$ cat config.mk
export PLATFORM = sky130hd
export DESIGN_NAME = tone_player
export DESIGN_NICKNAME = d
export VERILOG_FILES = /design/src/rtl/tone_player_pkg.sv /design/src/rtl/tone_player_tone_gen.sv /design/src/rtl/tone_player.sv
export SDC_FILE = /design/constraint.sdc
export NUM_CORES = 1
export LEC_CHECK = 0
export BUFFER_PORTS_ARGS = -buffer_cell sky130_fd_sc_hd__buf_2
export CAP_MARGIN = 0
export CORE_MARGIN = 2
export CORE_UTILIZATION = 35
export DETAILED_ROUTE_END_ITERATION = 16
export MAX_ROUTING_LAYER = met4
export PLACE_DENSITY = 0.54
export REMOVE_ABC_BUFFERS = 1
export SETUP_SLACK_MARGIN = 0.3
export SLEW_MARGIN = 20
export SYNTH_ARGS = -nofsm -noshare
export SYNTH_HDL_FRONTEND = slang
export SYNTH_SLANG_ARGS = --single-unit
export TNS_END_PERCENT = 5
$ cat constraint.sdc
create_clock -name clk -period 4 [get_ports clk]
set_input_delay 0.8 -clock clk [delete_from_list [all_inputs] [get_ports clk]]
set_output_delay 0.8 -clock clk [all_outputs]
set_load 0.05 [all_outputs]
$ cat src/rtl/tone_player_pkg.sv
// tone_player_pkg -- shared definitions for the tone player.
//   state_t        : player FSM states
//   REST           : half-period value that marks a silent note
//   EIGHTH..TWO    : note lengths in eighth-note units
//   NOTE_*         : note half-periods in clk cycles (50 MHz clock)
package tone_player_pkg;

    typedef enum logic [1:0] {
        IDLE  = 2'd0,
        FETCH = 2'd1,
        PLAY  = 2'd2,
        DONE  = 2'd3
    } state_t;

    localparam logic [19:0] REST = 20'd1;

    localparam logic [4:0] EIGHTH        = 5'd1;
    localparam logic [4:0] QUARTER       = 5'd2;
    localparam logic [4:0] QUARTEREIGHTH = 5'd3;
    localparam logic [4:0] HALF          = 5'd4;
    localparam logic [4:0] ONE           = 5'd8;
    localparam logic [4:0] TWO           = 5'd16;

    // Half-periods: 50e6 / (2 * f)
    localparam logic [19:0] NOTE_C4 = 20'd95556;
    localparam logic [19:0] NOTE_D4 = 20'd85131;
    localparam logic [19:0] NOTE_E4 = 20'd75843;
    localparam logic [19:0] NOTE_F4 = 20'd71586;
    localparam logic [19:0] NOTE_G4 = 20'd63776;
    localparam logic [19:0] NOTE_A4 = 20'd56818;
    localparam logic [19:0] NOTE_B4 = 20'd50619;
    localparam logic [19:0] NOTE_C5 = 20'd47778;

endpackage

$ cat src/rtl/tone_player_tone_gen.sv
// tone_gen -- square-wave divider.
//   clk, rst_n   : clock, async active-low reset
//   enable       : run the divider; low clears the count and forces wave=0
//   half_period  : cycles between toggles; 0 or 1 means silence
//   wave         : registered square wave, starts low
module tone_gen (
    input  logic        clk,
    input  logic        rst_n,
    input  logic        enable,
    input  logic [19:0] half_period,
    output logic        wave
);

    logic [19:0] cnt;

    always_ff @(posedge clk or negedge rst_n) begin
        if (!rst_n) begin
            cnt  <= '0;
            wave <= 1'b0;
        end else if (!enable || half_period <= 20'd1) begin
            cnt  <= '0;
            wave <= 1'b0;
        end else if (cnt == half_period - 20'd1) begin
            cnt  <= '0;
            wave <= ~wave;
        end else begin
            cnt <= cnt + 20'd1;
        end
    end

endmodule

$ cat src/rtl/tone_player.sv
// tone_player -- steps through a sheet ROM, playing each note as a square wave.
//   Parameters: EIGHTH_TICKS (clk cycles per eighth), LAST_INDEX (final sheet index)
//   clk, rst_n      : clock, async active-low reset
//   start, stop     : single-cycle play / abort requests
//   note, duration  : current ROM entry (half-period, length in eighths)
//   number          : registered ROM index
//   speaker         : audio output
//   busy, done      : not-IDLE flag, one-cycle song-complete pulse
// Build option: define TONE_PLAYER_LOOP_EN to restart the song at index 0
// after the last entry instead of stopping.
module tone_player
    import tone_player_pkg::*;
#(
    parameter int EIGHTH_TICKS = 3125000,
    parameter int LAST_INDEX   = 44
) (
    input  logic        clk,
    input  logic        rst_n,
    input  logic        start,
    input  logic        stop,
    input  logic [19:0] note,
    input  logic [4:0]  duration,
    output logic [9:0]  number,
    output logic        speaker,
    output logic        busy,
    output logic        done
);

    // 31*EIGHTH_TICKS is never a power of two, so the longest note minus
    // one always fits in DW bits.
    localparam int DW = $clog2(31 * EIGHTH_TICKS);

    state_t        state;
    logic [19:0]   note_q;
    logic [DW-1:0] play_cnt;   // remaining PLAY cycles after the current one
    logic [4:0]    dur_eff;
    logic [DW-1:0] play_len;
    logic          last_play;
    logic          tone_en;

    assign dur_eff   = (duration == 5'd0) ? 5'd1 : duration;
    assign play_len  = DW'(dur_eff) * DW'(EIGHTH_TICKS);
    assign last_play = (state == PLAY) && (play_cnt == '0);
    // Dropping enable on the last PLAY cycle (or on stop) clears the wave at
    // the same edge that leaves PLAY, keeping speaker low outside PLAY.
    assign tone_en   = (state == PLAY) && !last_play && !stop;

    always_ff @(posedge clk or negedge rst_n) begin
        if (!rst_n) begin
            state    <= IDLE;
            number   <= '0;
            note_q   <= '0;
            play_cnt <= '0;
            busy     <= 1'b0;
            done     <= 1'b0;
        end else begin
            done <= 1'b0;
            if (stop) begin
                // Also covers start+stop together in IDLE.
                state <= IDLE;
                busy  <= 1'b0;
            end else begin
                case (state)
                    IDLE: begin
                        if (start) begin
                            number <= '0;
                            state  <= FETCH;
                            busy   <= 1'b1;
                        end
                    end
                    FETCH: begin
                        note_q   <= note;
                        play_cnt <= play_len - DW'(1);
                        state    <= PLAY;
                    end
                    PLAY: begin
                        if (play_cnt != '0) begin
                            play_cnt <= play_cnt - DW'(1);
                        end else if (number == 10'(LAST_INDEX)) begin
                            done <= 1'b1;
`ifdef TONE_PLAYER_LOOP_EN
                            number <= '0;
                            state  <= FETCH;
`else
                            state  <= DONE;
`endif
                        end else begin
                            number <= number + 10'd1;
                            state  <= FETCH;
                        end
                    end
                    DONE: begin
                        state <= IDLE;
                        busy  <= 1'b0;
                    end
                    default: begin
                        state <= IDLE;
                        busy  <= 1'b0;
                    end
                endcase
            end
        end
    end

    tone_gen u_tone_gen (
        .clk         (clk),
        .rst_n       (rst_n),
        .enable      (tone_en),
        .half_period (note_q),
        .wave        (speaker)
    );

endmodule

==> impl_summary.md <==
Synthesis
Dividing the synthesized area by the synthesized cell count gives around 8.1 sq um. Ranked by total cell area, the synthesized netlist is headed by dfrtp_1, ha_1, nand2_1. Counting flops and latches in the post-synthesis netlist gives between 80 and 90.

The post-synthesis async set-or-reset flop share is 100.0%. The commonest cells after synthesis are nand2_1, dfrtp_1, nor2_1, inv_1, a21oi_1. In the post-synthesis netlist, the cell with the most instances is nand2_1. The fraction of synthesized cell area taken by the top area cell type is ~29%. The number of synthesized flops with an enable pin is 0. The dominant cell type by area after synthesis is dfrtp_1. The gate count after technology mapping is ~860.

The share of the Yosys chip area taken by registers is slightly below 30%. The most instantiated flip-flop cell in the synthesis netlist is dfrtp_1. Yosys mapped the design onto 79 distinct sky130hd cell types. In this run the cell area of the synthesized design comes to approximately 7000 sq um. The Yosys step of the flow raised 0 warnings.

STA
The hold violation total from the final report was 0. The worst pin sits at a relative slew slack of about two fifths. For the final database, setup skew stands at 8.816 ps.

Setup repair after global routing could not meet its margin everywhere. The final worst slack is -968.6 ps. The period utilization is 124.2%. The final-report max-slew violation count is 0. Derived from the worst setup path, the maximum achievable clock frequency is between 0.2 and 0.25 GHz.

The smallest clock period supported by the final layout is computed as 4969 ps. Setup violations remaining at the end of the flow were counted as 14. The worst-margin pin slew is roughly 900 ps.

Drt
For this block, the initial DRC count from the detailed router was 387. The routed design has about 18 mm of wire. After detailed routing, the number of remaining DRC violations is 0. The routed layout has between 6000 and 7000 vias. The detailed-routing iteration count for the pre-antenna-repair pass is 5. The detailed-route wire length per cell is about 15 um. The post-detailed-route via-to-cell ratio is between 5 and 6. The remaining number of nets flagged by the antenna check after routing is 0.

CTS
The count of H-tree levels built during CTS is 3. Clock tree synthesis selected as its root buffer the cell clkbuf_16. The total of hold buffers inserted after clock tree synthesis is 0. The total clock sinks is ~80. The clock-pin slew reported for the worst setup and hold paths after clock tree synthesis is approximately 60 ps. In this run, CTS created clock tree buffers numbering 9. TritonCTS built the clock tree. For the worst-skew pair, the clock arrives at the later sink with an insertion delay of between 300 and 400 ps. Counting along the longest clock path gives a buffer depth of 2.

Layout
Fill cells in the final layout number approximately 2000. The post-route netlist has approximately a quarter of its cells at a drive strength greater than 1. The net total in the final layout is between 1000 and 1500. The number of antenna diodes in the final layout is 0. The area growth from synthesis to layout is 27.95%. Once layout is done, the placed cells without fillers occupy 8940 sq um. Leaving out filler cells and counting taps, the final layout contains 1253.

Die
Measured along the y axis, the die boundary spans about 150 um. The number of placed I/O pins is 42. The area of the core is approximately 20000 sq um. The horizontal extent of the die is between 100 and 150 um.

For this configuration, the core starts out at a cell density of between 30% and 40%. The area enclosed by the die boundary is between 20000 and 25000 sq um. After floorplanning, the core was divided into 51 placement rows.

Pwr
Summed over all cells, the static leakage comes to between 3 and 4 nW. The combinational group share of total power is between 50 and 60%. The power density relative to cell area is about 530 nW/um^2.

The worst-case IR drop observed on VDD is around 0.00022 V. Of the total power, the share spent switching nets is 40.32%. The analysis attributes to net switching a power of 1.923 mW. The share of total power in the clock network is a little under a fifth. The design internal power is 2.846 mW.

Of the total power, registers draw 26.3%.

Global route
The first global-routing pass estimated between 30 and 40 mm of wire. The initial antenna violation count is 0. The total congestion overflow after global routing is 0. Entering global routing, the biggest net connects between 50 and 60 pins.

The overall global routing resource usage is between 15 and 20%. The via count of the first global-routing pass is between 6000 and 7000.

Worst hold path
The worst hold path belongs to the class reg -> reg.

Placement
The count of placed standard cells including taps is roughly 1200. At the end of routability-driven placement, the weighted congestion stood at between 0.8 and 0.9. Input and output buffers added on the ports amount to 41. The post-place instance area is between 8000 and 9000 sq um. The placed wire-length estimate after detailed placement is 14.11 mm.

Worst setup path
Data on the critical path is required at its endpoint by roughly 4200 ps. The endpoint kind of the worst setup timing path is a flip-flop. The worst setup path is of the in -> reg kind. Along the worst path, the maximum fanout reaches 6.

The data arrival time of the critical path is roughly 5200 ps. The startpoint type of the worst setup path is an input port.

Job
The max-capacitance violation count is 0.

Outcome
The checks that failed: negative setup slack. The run finished, with violations left.
-- cells by family after synthesis --
kind of cell / Yosys count / synth area share (%)
buffers and inverters: 92 / 5.247
AOI/OAI and AO/OA: 181 / 16.73
adders and majority gates: 57 / 11.60
xor gates and xnor gates: 80 / 10.03
muxes: 3 / 0.4477
and+or+nand+nor: 366 / 26.58
DFF: 82 / 29.37
-- registers in the layout, summed over array words and instances, names as in the netlist --
name / flops
state: 2
note_q: 20
number: 10
play_cnt: 27
busy: 1
u_tone_gen.cnt: 20
u_tone_gen.wave: 1
done: 1
-- final timing paths --
kind | from | to | slack, ps | cells after the start
min | play_cnt[0]$_DFFE_PN0P_ | play_cnt[0]$_DFFE_PN0P_ | 490 | 1
max in group asynchronous | rst_n | play_cnt[25]$_DFFE_PN0P_ | 2790 | 2
max reg2reg | note_q[0]$_DFFE_PN0P_ | u_tone_gen.cnt[14]$_DFF_PN0_ | 670 | 11
min in group asynchronous | rst_n | number[2]$_DFFE_PN0P_ | 500 | 1
min reg2reg | play_cnt[0]$_DFFE_PN0P_ | play_cnt[0]$_DFFE_PN0P_ | 490 | 1
max | duration[3] | play_cnt[19]$_DFFE_PN0P_ | -970 | 23
-- critical path, cell delays in order --
cell       delay (ps)
buf_6             100
inv_4              50
ha_4              120
nand2b_1           60
or3_4             400
nand2_4            80
ha_4              200
ha_4              150
or2_4             250
ha_4              250
xnor2_1           170
ha_1              290
ha_4              230
buf_4             160
o211a_1           200
o31a_1            180
or3_4             420
a211oi_4          240
buf_4             170
a41oi_1           140
o2bb2ai_2         210
xnor2_2           110
a221oi_2          210
-- per-layer routing --
metal  vias to the layer above  global-route usage [%]  wire length (um)
li1                       3258                       -                 -
met1                      3048                   25.64              9147
met2                        95                   29.00              8599
met3                        15                   1.950               438
met4                         0                   3.824               214
met5                         -                       -                 0
-- area by class of cell --
class                      count  area (sq um)  area share, %
inverter                      52         197.7          2.211
multi-input combinational    687          4985          55.76
clock inverter                 4         76.32         0.8537
timing repair buffer         151          1061          11.87
tap                          265         331.6          3.709
sequential                    82          2052          22.95
clock buffer                  12         236.5          2.645
-- placed cells by master, fill, tap and decap left out, drive strengths merged, types with 11 or more instances in the layout --
master,instances
nand3,28
xor2,37
nand2,109
a21oi,51
or3,15
nor2,83
buf,151
inv,52
fa,13
nor4,14
nor3,29
ha,44
o21ai,49
clkbuf,12
dfrtp,82
xnor2,43
or4,11
nand2b,11
-- stage by stage --
stage / utilization, % / total power, mW / hold slack (ps) / worst slack [ps] / setup TNS [ps]
global placement: 41.77 / 3.523 / 480.2 / -1570 / -20030
detailed placement: 41.77 / 3.528 / 484.4 / -1634 / -20780
CTS: 45.09 / 4.639 / 495.9 / -997.9 / -10590
floorplan: - / 2.648 / 452.8 / -1621 / -18850
global route: 45.78 / 5.152 / 540.8 / -1142 / -12990
finish: 45.78 / 4.769 / 494.6 / -968.6 / -10380
-- power by group through the flow --
stage                     sequential (mW)  clock (mW)  combinational [mW]
after global routing                 1.30       0.940                2.92
after detailed placement             1.27           0                2.26
after CTS                            1.25       0.900                2.48
after global placement               1.27           0                2.26
final                                1.26       0.880                2.63
after floorplan                      1.21           0                1.44
-- repair_timing --
action | 4_1_cts | 5_1_grt
setup buffers | 3 | 1
pin swaps | 31 | 12
endpoints found under the setup margin | 15 | 15
gates cloned | 0 | 0
resized for setup | 58 | 29
(Power assumes the default switching activity.)
